<file path="config.mk">
export PLATFORM = sky130hd
export DESIGN_NAME = fetch_sequencer
export DESIGN_NICKNAME = d
export VERILOG_FILES = /design/src/rtl/fetch_sequencer.sv
export SDC_FILE = /design/constraint.sdc
export NUM_CORES = 1
export LEC_CHECK = 0
export ABC_AREA = 1
export CAP_MARGIN = 15
export CORE_MARGIN = 2
export CORE_UTILIZATION = 39
export CTS_BUF_LIST = sky130_fd_sc_hd__clkbuf_4 sky130_fd_sc_hd__clkbuf_8
export DETAILED_ROUTE_END_ITERATION = 10
export SLEW_MARGIN = 20
export SYNTH_ARGS = -nofsm -noshare
export SYNTH_HDL_FRONTEND = slang
export SYNTH_SLANG_ARGS = --single-unit
</file>
<file path="constraint.sdc">
create_clock -name clk -period 4.1 [get_ports clk]
set_clock_uncertainty 0.2 [all_clocks]
set_input_delay 0.41 -clock clk [delete_from_list [all_inputs] [get_ports clk]]
set_output_delay 0.41 -clock clk [all_outputs]
set_load 0.005 [all_outputs]
</file>
<file path="src/rtl/fetch_sequencer.sv">
// Fetch-stage controller: owns the PC and runs the req/ack handshake with the
// instruction memory, applying branch redirects, hazard stalls and a timeout trap.
module fetch_sequencer #(
  parameter int             N        = 64,
  parameter logic [N-1:0]   PC_RESET = '0,
  parameter int             TIMEOUT  = 16
) (
  input  logic         clk,
  input  logic         reset,
  input  logic         PCSrc_M,
  input  logic [N-1:0] PCBranch_M,
  input  logic         stall_F,
  input  logic         imem_ack,
  output logic         imem_req,
  output logic [N-1:0] imem_addr_F,
  output logic         instr_valid_F,
  output logic         flush_F,
  output logic         timeout_err,
  output logic [31:0]  fetch_count
);

  localparam int              CW       = $clog2(TIMEOUT);
  localparam logic [CW-1:0]   WAIT_MAX = CW'(TIMEOUT - 1);

  typedef enum logic [2:0] {
    S_IDLE,
    S_REQ,
    S_STALL,
    S_REDIRECT,
    S_ERROR
  } state_t;

  state_t        r_state;
  logic [CW-1:0] r_wait;
  logic [N-1:0]  r_pc;
  logic          r_valid;
  logic          r_flush;
  logic          r_err;
  logic [31:0]   r_count;

  // Branch targets are word aligned; the low two bits are masked rather than sliced off.
  logic [N-1:0] w_target;
  logic [N-1:0] w_pc_next;

  assign w_target  = PCBranch_M & ~N'(3);
  assign w_pc_next = r_pc + N'(4);

  always_ff @(posedge clk or negedge reset) begin
    if (!reset) begin
      r_state <= S_IDLE;
      r_wait  <= '0;
      r_pc    <= PC_RESET;
      r_valid <= 1'b0;
      r_flush <= 1'b0;
      r_err   <= 1'b0;
      r_count <= '0;
    end else begin
      r_valid <= 1'b0;
      r_flush <= 1'b0;
      case (r_state)
        S_IDLE: begin
          r_state <= S_REQ;
          r_wait  <= '0;
        end
        S_REQ: begin
          if (PCSrc_M) begin
            r_pc    <= w_target;
            r_flush <= 1'b1;
            r_wait  <= '0;
            r_state <= S_REDIRECT;
          end else if (imem_ack) begin
            r_wait <= '0;
            if (stall_F) begin
              r_state <= S_STALL;
            end else begin
              r_pc    <= w_pc_next;
              r_valid <= 1'b1;
              r_count <= r_count + 32'd1;
            end
          end else if (r_wait == WAIT_MAX) begin
            r_state <= S_ERROR;
            r_err   <= 1'b1;
          end else begin
            r_wait <= r_wait + CW'(1);
          end
        end
        S_STALL: begin
          if (PCSrc_M) begin
            r_pc    <= w_target;
            r_flush <= 1'b1;
            r_wait  <= '0;
            r_state <= S_REDIRECT;
          end else if (!stall_F) begin
            r_wait  <= '0;
            r_state <= S_REQ;
          end
        end
        S_REDIRECT: begin
          r_wait  <= '0;
          r_state <= S_REQ;
        end
        S_ERROR: begin
          r_err <= 1'b1;
        end
        default: begin
          r_state <= S_IDLE;
        end
      endcase
    end
  end

  assign imem_req      = (r_state == S_REQ);
  assign imem_addr_F   = r_pc;
  assign instr_valid_F = r_valid;
  assign flush_F       = r_flush;
  assign timeout_err   = r_err;
  assign fetch_count   = r_count;

endmodule
</file>
==> results.sh <==
export IMPL_status="completed"
export IMPL_clk_pin_slew_ns=0.11
export IMPL_grt_max_degree=60
export IMPL_ant_nets=0
export IMPL_syn_to_final_growth_pct=27.2
export IMPL_cts_made_buffers=9
export IMPL_rsz0062_at_grt="false"
export IMPL_slew_headroom_pct=54.7
export IMPL_post_cts_resized=0
export IMPL_max_freq_ghz=0.395
export IMPL_antenna_found_initial=0
export IMPL_cts_tree="done"
export IMPL_crit_chain="inv_1, nand2_2, nor2_4, nand2_1, nand2_2, nand2_4, inv_2, o21ai_0, o21bai_1, nand2_1"
export IMPL_required_ns=4.23
export IMPL_cts_sinks=104
export IMPL_drv_cap=0
export IMPL_routed_via_count=8193
export IMPL_die_w_um=144
export IMPL_p_leak_nw=4.32
export IMPL_post_cts_buffers=0
export IMPL_die_area_um2=20600
export IMPL_cp_top_family="simple AND/OR/NAND/NOR gates"
export IMPL_critPathSlowestCell="inv_2"
export IMPL_design_area_um2=9650
export IMPL_drt_first_iter_violations=646
export IMPL_cp_start_kind="flip-flop"
export IMPL_cts_root_buffer_cell="clkbuf_8"
export IMPL_clk_latency_ns=0.40
export IMPL_final_nets=1435
export IMPL_finalHoldViolations=0
export IMPL_setup_worst_path_end_class="flip-flop"
export IMPL_final_common_cell="nand2_1"
export IMPL_rows=51
export IMPL_cp_max_fo=42
export IMPL_syn_area_per_cell_um2=6.26
export IMPL_final_cell_mix="411 x nand2_1, 244 x nor2_1, 163 x clkdlybuf4s50_1"
export IMPL_ys_seq_area_share_pct=34.3
export IMPL_portBuffers=164
export IMPL_path_buf_inv=2
export IMPL_gp_congestion=0.959
export IMPL_num_io_pins=169
export IMPL_ys_seq_elements=104
export IMPL_netlist_top_cells_area="dfrtp_1 34%, nand2_1 20%, nor2_1 12%"
export IMPL_vdd_drop_max_mv=0.184
export IMPL_period_needed_ns=2.53
export IMPL_yosysTopAreaCell="dfrtp_1"
export IMPL_core_area_um2=19300
export IMPL_wirelength_mm=26.7
export IMPL_drc=0
export IMPL_grt_ovfl_total=0
export IMPL_avgRoutedWirePerCell_um=16.3
export IMPL_clk_path_buf_depth=2
export IMPL_crit_arrival_ns=2.66
export IMPL_crit_type="flip-flop to flip-flop"
export IMPL_start_util_pct=39.4
export IMPL_drive_gt1_share_pct=4.31
export IMPL_cpPeakStageDelay_ns=0.61
export IMPL_diodes=0
export IMPL_pwr_density_cell_nw_per_um2=190
export IMPL_syn_area_um2=7590
export IMPL_place_area_um2=9460
export IMPL_htree_levels=3
export IMPL_min_period_over_period_pct=61.7
export IMPL_synth_top_area_share_pct=34.3
export IMPL_vias_per_cell=5.02
export IMPL_hold_class="flip-flop to flip-flop"
export IMPL_syn_inst=1212
export IMPL_yosysUniqueCellTypes=38
export IMPL_finalSetupTns_ns=0
export IMPL_slew_viol_final=0
export IMPL_chipHeight_um=144
export IMPL_grt_pass1_vias=7635
export IMPL_place_hpwl_mm=20.7
export IMPL_grt_usage_pct=26.1
export IMPL_drt_pass1_iterations=5
export IMPL_setup_viol=0
export IMPL_ys_warn_count=0
export IMPL_r2r_slack_ns=1.57
export IMPL_worst_pin_slew_ns=0.678
export IMPL_grt_pass1_wl_mm=41.2
[timing repair]
action / CTS / global route
hold buffers: 1 / 0
endpoints found under the hold margin: 46 / 0
setup endpoints to repair: 0 / 0
[power by group]
group / total [mW] / internal [mW] / switching [mW]
clock network: 0.656 / 0.250 / 0.406
logic: 0.147 / 0.0730 / 0.0741
registers: 1.03 / 1.03 / 0.000540
[metal layers]
metal	track usage (%)	wire, µm
met1	34.5	11800
met2	44.5	12600
met3	3.17	1630
met4	8.46	627
met5	0	0
[synth_stat cells, drive strengths merged]
| master | n |
|---|---|
| a21oi | 19 |
| o21bai | 2 |
| buf | 20 |
| nor3b | 1 |
| xnor2 | 16 |
| a22o | 1 |
| nand4 | 22 |
| nand3b | 4 |
| clkbuf | 12 |
| o21ai | 57 |
| dfrtp | 104 |
| nand3 | 79 |
| nor4 | 1 |
| inv | 119 |
| nor2 | 258 |
| xor2 | 28 |
| a21boi | 3 |
| nand2 | 421 |
| o211ai | 1 |
| conb | 1 |
| nor3 | 25 |
| o22ai | 11 |
| a31oi | 3 |
| or2 | 1 |
| ha | 3 |
[logic make-up (layout without fill, tap and decap cells)]
kind of cell | after synthesis | after routing | share of synthesized area (%)
flops | 104 | 104 | 34.3
compound gates | 97 | 97 | 6.92
fa+ha+maj | 3 | 3 | 0.495
other cells | 1 | 2 | 0.0494
buf+inv | 151 | 306 | 8.04
xor+xnor | 44 | 44 | 5.08
simple gates | 812 | 812 | 45.1
[worst reg2reg max path, cell delays in order (launching register included)]
cell	delay (ns)
dfrtp_1	0.39
inv_1	0.12
nand2_2	0.10
nor2_4	0.16
nand2_1	0.09
nand2_2	0.10
nand2_4	0.24
inv_2	0.62
o21ai_0	0.20
o21bai_1	0.20
nand2_1	0.07
[path summary, 6_finish.rpt]
path,from,endpoint,cells past startpoint
max in group asynchronous,reset,imem_addr_F[61],3
setup / recovery,r_state[1],imem_addr_F[32],10
hold / removal,fetch_count[31],fetch_count[31],2
hold reg to reg,fetch_count[31],fetch_count[31],2
min in group asynchronous,reset,imem_addr_F[2],2
setup reg to reg,r_state[1],imem_addr_F[32],10
[area by class of cell]
type	count	area [µm²]
Clock buffer	11	145
Tap cell	265	332
Sequential cell	104	2600
Multi-Input combinational cell	958	4380
Timing Repair Buffer	171	1710
Fill cell	2052	9620
Clock inverter	5	38.8
Inverter	119	447
[state kept, by name, summed over array words and instances, names as in the netlist]
signal / count
imem_addr_F: 62
fetch_count: 32
r_wait: 4
r_state: 3
flush_F: 1
instr_valid_F: 1
timeout_err: 1
[metrics by stage]
| step | total power, mW | hold slack (ns) | util [%] | instances | setup slack [ns] |
|---|---|---|---|---|---|
| 2_1_floorplan | 1.09 | -0.0856 | - | 1213 | 2.30 |
| 3_3_place_gp | 1.19 | 0.265 | 49.1 | 1616 | 1.25 |
| 3_5_place_dp | 1.19 | 0.271 | 49.1 | 1616 | 1.21 |
| 4_1_cts | 1.85 | 0.314 | 50.1 | 1633 | 1.53 |
| 5_1_grt | 1.90 | 0.347 | 50.1 | 1633 | 1.33 |
| 6_report | 1.83 | 0.309 | 50.1 | 1633 | 1.57 |
Note: power is estimated with default switching activity, not from simulation.
